===== src/rtl/viterbi_pkg.sv =====
// Shared types and constants for the Viterbi loopback frame controller.
package viterbi_pkg;

   typedef enum logic [2:0] {IDLE, DATA, TAIL, DRAIN, DONE} vfc_state_t;

   localparam logic [15:0] LFSR_TAPS         = 16'hB400;
   localparam logic [15:0] LFSR_DEFAULT_SEED = 16'hACE1;
   localparam logic [1:0]  INJ_MASK          = 2'b01;

   // Galois-style tap mask B400 maps onto Fibonacci right-shift taps by bit reversal (bits 0,2,3,5).
   function automatic logic [15:0] lfsr_step(input logic [15:0] s);
      logic [15:0] w_fib;
      for (int i = 0; i < 16; i++) w_fib[i] = LFSR_TAPS[15-i];
      return {^(s & w_fib), s[15:1]};
   endfunction

endpackage


===== src/rtl/viterbi_lfsr16.sv =====
// 16-bit Fibonacci LFSR source; holds its state unless loaded or advanced.
module viterbi_lfsr16
   import viterbi_pkg::*;
(
   input  logic        clk,
   input  logic        rst,
   input  logic        load,
   input  logic [15:0] seed,
   input  logic        advance,
   output logic        bit_o
);

   logic [15:0] r_state;

   always_ff @(posedge clk or negedge rst) begin
      if (!rst)         r_state <= LFSR_DEFAULT_SEED;
      else if (load)    r_state <= seed;
      else if (advance) r_state <= lfsr_step(r_state);
   end

   assign bit_o = r_state[0];

endmodule


===== src/rtl/viterbi_frame_ctrl.sv =====
// Frame sequencer for the encoder/decoder loopback: drives data and tail bits,
// schedules symbol error injection and counts decoded-bit mismatches.
module viterbi_frame_ctrl
   import viterbi_pkg::*;
#(
   parameter int FRAME_LEN = 256,
   parameter int TAIL_LEN  = 2,
   parameter int DEC_LAT   = 16,
   parameter int CW        = 16
)(
   input  logic          clk,
   input  logic          rst,
   input  logic          start_i,
   input  logic [15:0]   seed_i,
   input  logic [7:0]    err_period_i,
   output logic          enc_bit_o,
   output logic          enc_en_o,
   output logic [1:0]    err_inj_o,
   input  logic          dec_bit_i,
   output logic          busy_o,
   output logic          done_o,
   output logic [CW-1:0] bit_err_ct_o,
   output logic [CW-1:0] inj_ct_o
);

   localparam int MAXV       = (FRAME_LEN > TAIL_LEN) ? ((FRAME_LEN > DEC_LAT) ? FRAME_LEN : DEC_LAT)
                                                      : ((TAIL_LEN > DEC_LAT) ? TAIL_LEN : DEC_LAT);
   localparam int PW         = $clog2(MAXV + 1);
   localparam int TAIL_LAST  = (TAIL_LEN > 0) ? TAIL_LEN - 1 : 0;
   // The last data bit reaches the tap DEC_LAT cycles after its DATA cycle, TAIL_LEN+1 of which precede DRAIN.
   localparam int DRAIN_LAST = (DEC_LAT > TAIL_LEN) ? DEC_LAT - TAIL_LEN - 1 : 0;

   vfc_state_t    r_state, w_state_next;
   logic [PW-1:0] r_phase;
   logic [7:0]    r_period, r_inj_cnt;
   logic [CW-1:0] r_err_ct, r_inj_ct;
   logic [DEC_LAT-1:0] r_dl_v, r_dl_b;
   logic [DEC_LAT:0]   w_dl_v_ext, w_dl_b_ext;

   logic w_enc_en, w_busy, w_done, w_last;
   logic w_start, w_lfsr_bit, w_in_v, w_inj_hit, w_tap_v, w_tap_b;
   logic [15:0] w_seed;

   always_ff @(posedge clk or negedge rst) begin
      if (!rst) r_state <= IDLE;
      else      r_state <= w_state_next;
   end

   always_comb begin
      w_state_next = r_state;
      w_enc_en     = 1'b0;
      w_busy       = 1'b1;
      w_done       = 1'b0;
      w_last       = 1'b0;
      case (r_state)
         IDLE: begin
            w_busy = 1'b0;
            if (start_i) w_state_next = DATA;
         end
         DATA: begin
            w_enc_en = 1'b1;
            w_last   = (r_phase == PW'(FRAME_LEN - 1));
            if (w_last) w_state_next = (TAIL_LEN == 0) ? DRAIN : TAIL;
         end
         TAIL: begin
            w_enc_en = 1'b1;
            w_last   = (r_phase == PW'(TAIL_LAST));
            if (w_last) w_state_next = DRAIN;
         end
         DRAIN: begin
            w_last = (r_phase == PW'(DRAIN_LAST));
            if (w_last) w_state_next = DONE;
         end
         DONE: begin
            w_done       = 1'b1;
            w_state_next = IDLE;
         end
         default: begin
            w_busy       = 1'b0;
            w_state_next = IDLE;
         end
      endcase
   end

   always_ff @(posedge clk or negedge rst) begin
      if (!rst)                                     r_phase <= '0;
      else if (w_state_next != r_state)             r_phase <= '0;
      else if (r_state inside {DATA, TAIL, DRAIN})  r_phase <= r_phase + 1'b1;
   end

   assign w_start = (r_state == IDLE) && start_i;
   assign w_seed  = (seed_i == 16'h0000) ? LFSR_DEFAULT_SEED : seed_i;

   viterbi_lfsr16 u_lfsr (
      .clk     (clk),
      .rst     (rst),
      .load    (w_start),
      .seed    (w_seed),
      .advance (r_state == DATA),
      .bit_o   (w_lfsr_bit)
   );

   assign w_in_v     = (r_state == DATA);
   assign w_dl_v_ext = {r_dl_v, w_in_v};
   assign w_dl_b_ext = {r_dl_b, w_in_v & w_lfsr_bit};
   assign w_tap_v    = r_dl_v[DEC_LAT-1];
   assign w_tap_b    = r_dl_b[DEC_LAT-1];

   always_ff @(posedge clk or negedge rst) begin
      if (!rst) begin
         r_dl_v <= '0;
         r_dl_b <= '0;
      end else begin
         r_dl_v <= w_dl_v_ext[DEC_LAT-1:0];
         r_dl_b <= w_dl_b_ext[DEC_LAT-1:0];
      end
   end

   assign w_inj_hit = w_enc_en && (r_period != 8'd0) && (r_inj_cnt == r_period - 8'd1);

   always_ff @(posedge clk or negedge rst) begin
      if (!rst) begin
         r_period  <= '0;
         r_inj_cnt <= '0;
         r_inj_ct  <= '0;
         r_err_ct  <= '0;
      end else if (w_start) begin
         r_period  <= err_period_i;
         r_inj_cnt <= '0;
         r_inj_ct  <= '0;
         r_err_ct  <= '0;
      end else begin
         if (w_enc_en && (r_period != 8'd0)) begin
            if (w_inj_hit) begin
               r_inj_cnt <= '0;
               if (r_inj_ct != {CW{1'b1}}) r_inj_ct <= r_inj_ct + 1'b1;
            end else begin
               r_inj_cnt <= r_inj_cnt + 1'b1;
            end
         end
         if (w_tap_v && (dec_bit_i != w_tap_b) && (r_err_ct != {CW{1'b1}}))
            r_err_ct <= r_err_ct + 1'b1;
      end
   end

   assign enc_en_o     = w_enc_en;
   assign enc_bit_o    = (r_state == DATA) & w_lfsr_bit;
   assign err_inj_o    = w_inj_hit ? INJ_MASK : 2'b00;
   assign busy_o       = w_busy;
   assign done_o       = w_done;
   assign bit_err_ct_o = r_err_ct;
   assign inj_ct_o     = r_inj_ct;

endmodule


===== config.mk =====
export PLATFORM = sky130hd
export DESIGN_NAME = viterbi_frame_ctrl
export DESIGN_NICKNAME = d
export VERILOG_FILES = /design/src/rtl/viterbi_pkg.sv /design/src/rtl/viterbi_lfsr16.sv /design/src/rtl/viterbi_frame_ctrl.sv
export SDC_FILE = /design/constraint.sdc
export NUM_CORES = 1
export LEC_CHECK = 0
export CAP_MARGIN = 20
export CORE_MARGIN = 2
export CORE_UTILIZATION = 55
export DETAILED_ROUTE_END_ITERATION = 8
export HOLD_SLACK_MARGIN = 0.1
export PLACE_DENSITY = 0.89
export SETUP_SLACK_MARGIN = 0.02
export SYNTH_ARGS = -nofsm -noshare
export SYNTH_HDL_FRONTEND = slang
export SYNTH_HIERARCHICAL = 1
export SYNTH_SLANG_ARGS = --single-unit
export TNS_END_PERCENT = 50

===== constraint.sdc =====
create_clock -name clk -period 2.85 [get_ports clk]
set_input_delay 0.57 -clock clk [delete_from_list [all_inputs] [get_ports clk]]
set_output_delay 0.57 -clock clk [all_outputs]
set_load 0.01 [all_outputs]

==> impl_metrics.env <==
export IMPL_numCtsBuffers=9
export IMPL_total_power_mw=2.773
export IMPL_clock_skew_ns=0.009215
export IMPL_crit_chain="buf_4 > or4_4 > nor2_2 > nand4_2 > buf_4 > a211oi_4 > nand3b_1 > or3_1 > a21oi_1"
export IMPL_crit_path_start_kind="flop"
export IMPL_ys_seq_elements=108
export IMPL_worstSetupEndpointType="flop"
export IMPL_crit_top_cell="buf_4"
export IMPL_port_buffers=64
export IMPL_ant_nets=0
export IMPL_fmax_ghz=0.3617
export IMPL_path_clk_slew_ns=0.10
export IMPL_synth_ff_type="dfrtp_1"
export IMPL_worstHoldPathCells=0
export IMPL_dp_hpwl_um=7209
export IMPL_grt_pass1_vias=3687
export IMPL_slowest_delay_ns=0.48
export IMPL_viasPerCell=5.723
export IMPL_syn_area_um2=5116
export IMPL_required_ns=3.14
export IMPL_routabilityCongestion=0.8872
export IMPL_track_usage_pct=21.16
export IMPL_nets=612
export IMPL_vias=3960
export IMPL_rows=35
export IMPL_synth_nets=546
export IMPL_antenna_found_initial=0
export IMPL_yosysSeqAreaShare_pct=53.02
export IMPL_setup_viol=0
export IMPL_worst_pin_slew_ns=0.6143
export IMPL_grt_overflow=0
export IMPL_worstSetupPathType="flop to flop"
export IMPL_grt_max_degree=92
export IMPL_synthToLayoutAreaGrowth_pct=19.39
export IMPL_synth_top_cell_area_share_pct=48.91
export IMPL_htree_num_levels=3
export IMPL_synth_area_per_cell_um2=10.03
export IMPL_setup_tns_ns=0
export IMPL_crit_slowest_cell="or4_4"
export IMPL_crit_arrival_ns=3.06
export IMPL_netlist_instances=510
export IMPL_cap_violations=0
export IMPL_drt_iter0_markers=273
export IMPL_dieArea_um2=10090
export IMPL_period_needed_ns=2.765
export IMPL_routedWlPerCell_um=15.39
export IMPL_path_max_fanout=7
export IMPL_ir_drop_mv=0.2826
export IMPL_clockBufferDepth=2
export IMPL_synthArstFlopShare_pct=100.0
export IMPL_drc=0
export IMPL_layout_drive_gt1_share_pct=10.33
export IMPL_final_util_pct=66.74
export IMPL_grt_pass1_wl_um=16930
export IMPL_diodes=0
export IMPL_yosysTopAreaCell="dfrtp_1"
export IMPL_dr_pass1_iters=5
export IMPL_pwr_density_cell_nw_per_um2=454.0
export IMPL_cts_root_buffer="clkbuf_8"
export IMPL_hold_violations=0
export IMPL_synthTopCellsByArea="dfrtp_1, dfstp_2, nand2_1"
export IMPL_leakage_nw=2.632
export IMPL_ys_warn_count=6
export IMPL_r2r_cells=9
export IMPL_layout_worst_path_cycle_share_pct=97.01
export IMPL_insertion_delay_ns=0.37
export IMPL_clock_sinks=108
export IMPL_core_area_um2=9153
export IMPL_ios=66
export IMPL_die_h_um=100.4
export IMPL_ys_types=55
export IMPL_status="finished clean"
export IMPL_initial_core_util_pct=55.90
export IMPL_hold_path_class="flop to flop"
export IMPL_hold_slack_ns=0.3561
export IMPL_die_w_um=100.4
export IMPL_relSlewSlack_pct=58.89
export IMPL_drt_total_wl_um=10650
export IMPL_rsz0062_at_grt="no"
export IMPL_synth_edf_count=0
export IMPL_cts_tree="yes"
export IMPL_drv_slew=0
[through the flow]
step / setup WS (ns) / instances / instance area [um2]
finish: 0.08529 / 692 / 6108
global route: 0.003888 / 692 / 6108
CTS: 0.07840 / 689 / 6081
detailed placement: 0.08315 / 666 / 5842
global placement: 0.1605 / 666 / 5842
floorplan: 0.3667 / 510 / 5116
[per-layer routing]
layer  GRT usage (%)  wire length [um]
met5               0                 0
met4           8.851               225
met3           3.969               520
met2           35.11              5352
met1           27.40              4550
[power by group]
part	switching (mW)	internal, mW
clock network	0.520	0.332
registers	0.0565	1.57
logic	0.131	0.158
[state kept, by name (all words and copies together) (netlist names)]
| signal | flops |
|---|---|
| u_lfsr/r_state | 16 |
| r_period | 8 |
| r_dl_v | 16 |
| inj_ct_o | 16 |
| bit_err_ct_o | 16 |
| r_dl_b | 16 |
| r_state | 3 |
| r_inj_cnt | 8 |
| r_phase | 9 |
[placed cells by master, fill, tap and decap left out, drive strengths merged, types with 7 or more instances in the layout]
cell	synthesis	final
dfstp	8	8
nand3	27	27
or3	12	12
clkbuf	18	12
ha	8	8
nor4	7	7
nor2	44	44
nand2b	10	10
dfrtp	100	100
nand4	17	17
clkdlybuf4s50	0	62
xor2	18	18
nand2	58	58
nor3	9	9
a21oi	16	16
xnor2	24	24
mux2i	18	18
buf	12	21
inv	17	20
o21ai	39	39
[Yosys cell counts, drive strengths merged (2+ instances only)]
master,number
dfrtp,100
nand2,58
nor2,44
o21ai,39
nand3,27
xnor2,24
clkbuf,18
mux2i,18
xor2,18
inv,17
nand4,17
a21oi,16
buf,12
or3,12
nand2b,10
nor3,9
dfstp,8
ha,8
nor4,7
and3,6
and2,5
or4,5
a211oi,4
and4,3
nand3b,3
o31ai,3
a31oi,2
nor2b,2
nor3b,2
[worst paths after layout]
kind | start | to | slack [ns]
max | r_period[0]$_DFFE_PN0P_ | inj_ct_o[11]$_DFFE_PN0P_ | 0.09
min | r_dl_v[0]$_DFF_PN0_ | r_dl_v[1]$_DFF_PN0_ | 0.36
max reg2reg | r_period[0]$_DFFE_PN0P_ | inj_ct_o[11]$_DFFE_PN0P_ | 0.09
min reg2reg | r_dl_v[0]$_DFF_PN0_ | r_dl_v[1]$_DFF_PN0_ | 0.36
max in group asynchronous | rst | u_lfsr/r_state[0]$_DFFE_PN1P_ | 1.49
min in group asynchronous | rst | u_lfsr/r_state[8]$_DFFE_PN0P_ | 0.60
[cell families (layout without fill, tap and decap cells)]
group,Yosys count,in the layout,share of synthesized area [%]
buffers and inverters,47,118,4.451
DFF,108,108,53.02
adders and majority gates,8,8,1.957
and+or+nand+nor,214,214,21.42
xor gates and xnor gates,42,42,7.190
other,1,1,0.07330
muxes,18,18,3.522
AOI/OAI and AO/OA,72,72,8.364
[critical path: cells and delay by family (launching register included)]
kind	cells	cell delay, ns
flip-flops	1	0.44
AND/OR/NAND/NOR	5	1.44
buffers and inverters	2	0.34
AO/OA/AOI/OAI	2	0.45
[what timing repair did]
item,in CTS,in global routing
pin swaps,2,0
setup buffers,6,3
endpoints found under the hold margin,10,0
gates cloned,0,0
endpoints found under the setup margin,1,1
gates resized for setup,4,3
hold buffers,1,0
[layout make-up]
class                           instances  area (um2)
Clock buffer                           11       131.4
Clock inverter                          5       43.79
Fill cell                             665        3044
Inverter                               17       63.81
Multi-Input combinational cell        355        2198
Sequential cell                       108        2714
Tap cell                              111       138.9
Timing Repair Buffer                   85       818.3
Power figures use the tool's default switching activity.
==> RTL change (same settings) <==
Change the parameter `TAIL_LEN` from 2 to 4.
--- a/src/rtl/viterbi_frame_ctrl.sv
+++ b/src/rtl/viterbi_frame_ctrl.sv
@@ -4,7 +4,7 @@
    import viterbi_pkg::*;
 #(
    parameter int FRAME_LEN = 256,
-   parameter int TAIL_LEN  = 2,
+   parameter int TAIL_LEN  = 4,
    parameter int DEC_LAT   = 16,
    parameter int CW        = 16
 )(
Function: no difference found for any inputs over 10 cycles, from zero or initial values and one cycle with rst low; that may be too few to reach the edited logic, so the function may still have changed.
==> RTL change against the original RTL <==
Die area decreased by 0.14%. Area after synthesis decreased by 0.15%. Sequential cell count unchanged. Worst setup slack better by 0.029 ns. Via count down 3.0%. Wire length shrank 2.8%. Design area down 0.51%.
Power is not compared: it rests on default switching activity, and its combinational part moved more than twofold at a synthesized area within 25%.
==> RTL change: results (changes against the original RTL) <==
{| class="wikitable"
! Metric !! Value
|-
| Seq/Total Area, Yosys || 53.10% (+0.078 points)
|-
| List of most frequent post-synthesis cells || sky130_fd_sc_hd__dfrtp_1, sky130_fd_sc_hd__nand2_1, sky130_fd_sc_hd__nor2_1, sky130_fd_sc_hd__xor2_1, sky130_fd_sc_hd__mux2i_1
|-
| Share of layout cells above drive strength 1 || 9.302% (-1.0 points)
|-
| Gate count of the mapped netlist || 497 (-2.5%)
|-
| Xor and xnor fraction of the mapped netlist area || 7.862% (+0.67 points)
|-
| Post-CTS setup-driven buffer insertion count || 0 (-6)
|-
| Largest clock skew in the final design || 0.01742 ns (+0.008208 ns)
|-
| Antenna diodes || 0 (unchanged)
|-
| Met2 Wirelength || 5.471 mm (+2.2%)
|-
| GPL Wtd Cong || 0.8839 (-0.37%)
|-
| Hold/Removal Path Class || input port to asynchronous set/reset pin
|-
| DRC marker count from the first detailed-route iteration || 157 (-42%)
|-
| Cell variety after synth || 48 (-13%)
|-
| Mean number of vias per cell || 5.731 (+0.15%)
|-
| Met1 wire length || 4.416 mm (-2.9%)
|-
| Leakage power figure || about 2.6 nW
|-
| CP max stage cell || sky130_fd_sc_hd__dfrtp_2
|-
| Tightest Pin Transition || 0.6738 ns (+0.05946 ns)
|-
| Maximum number of pins on one net before global-route repair || 69 (-25%)
|-
| Vias post-DR || 3,840 (-3.0%)
|-
| Met2 Use GR || 36.91% (+1.8 points)
|-
| Cells taking the most area after synthesis || sky130_fd_sc_hd__dfrtp_1, sky130_fd_sc_hd__xor2_1, sky130_fd_sc_hd__nand2_1
|-
| Clock transition at the registers of the reported paths || 0.12 ns (+0.02 ns)
|-
| Number of inserted filler cells in the final layout || 678 (+2.0%)
|-
| Wire length reported by the detailed router || 10.36 mm (-2.8%)
|-
| Layout Nets || 589 (-3.8%)
|-
| Final HPWL DP || 6.966 mm (-3.4%)
|-
| Reg2reg path depth || 8 (-1)
|-
| Worst-path fanout max || 5 (-2)
|-
| Non-Clock Inverter Count || 6 (-11)
|-
| Reg-to-reg setup timing slack || 0.15 ns (+0.06 ns)
|-
| Number of nets produced by synthesis || 532 (-2.6%)
|-
| Adder-cell share of the synthesized area || 1.714% (-0.24 points)
|-
| M1 GR Usage || 28.74% (+1.3 points)
|-
| Met3 Track Usage GR || 4.109% (+0.14 points)
|-
| Status || complete, no violations
|-
| Worst hold-check slack || 0.2342 ns (-0.1220 ns)
|-
| Critical register-to-register path endpoint || inj_ct_o[4]
|-
| Count of clock buffers in the final design || 10 (-1)
|-
| Met3 wire length || 323 microns (-38%)
|-
| Vias in the first global route || 3,902 (+5.8%)
|}
==> RTL change: cell count changes in the layout (fill, tap and decap cells not counted), moves of 10 or more <==
cell                      before  now
sky130_fd_sc_hd__inv_1        15    5
sky130_fd_sc_hd__nand2_1      56   66
sky130_fd_sc_hd__o21ai_0      23    9
sky130_fd_sc_hd__xor2_1       18   29
==> RTL change: what timing repair did <==
action | 4_1_cts | 5_1_grt
cloned | 0 | 0
endpoints found under the setup margin | 1 | 12
resized for setup | 8 | 4
endpoints found under the hold margin | 0 | 0
==> RTL change: cells by family (layout without fill, tap and decap cells) <==
kind of cell	Yosys count	in the layout
XOR/XNOR	45	45
flip-flops	108	108
AND/OR/NAND/NOR	217	217
AO/OA/AOI/OAI	60	60
other	1	1
buffers and inverters	35	97
adder cells (fa/ha/maj)	7	7
multiplexers	24	24
==> RTL change: per-stage QoR <==
| stage | worst slack, ns | cell area (sq um) |
|---|---|---|
| 3_3_place_gp | 0.1200 | 5837 |
| 6_report | 0.1139 | 6077 |
| 3_5_place_dp | 0.02758 | 5837 |
| 5_1_grt | 0.01782 | 6077 |
| 4_1_cts | 0.02528 | 6072 |
| 2_1_floorplan | 0.4773 | 5109 |
==> RTL change: how the worst max path moves through the flow <==
| stage | cells past startpoint | to | from |
|---|---|---|---|
| 2_1_floorplan | 6 | err_inj_o[0] | r_period[3] |
| 3_3_place_gp | 7 | err_inj_o[0] | r_period[0] |
| 3_5_place_dp | 6 | err_inj_o[0] | r_period[3] |
| 4_1_cts | 6 | err_inj_o[0] | r_period[3] |
| 5_1_grt | 8 | inj_ct_o[9] | r_period[0] |
| 6_report | 6 | err_inj_o[0] | r_period[3] |
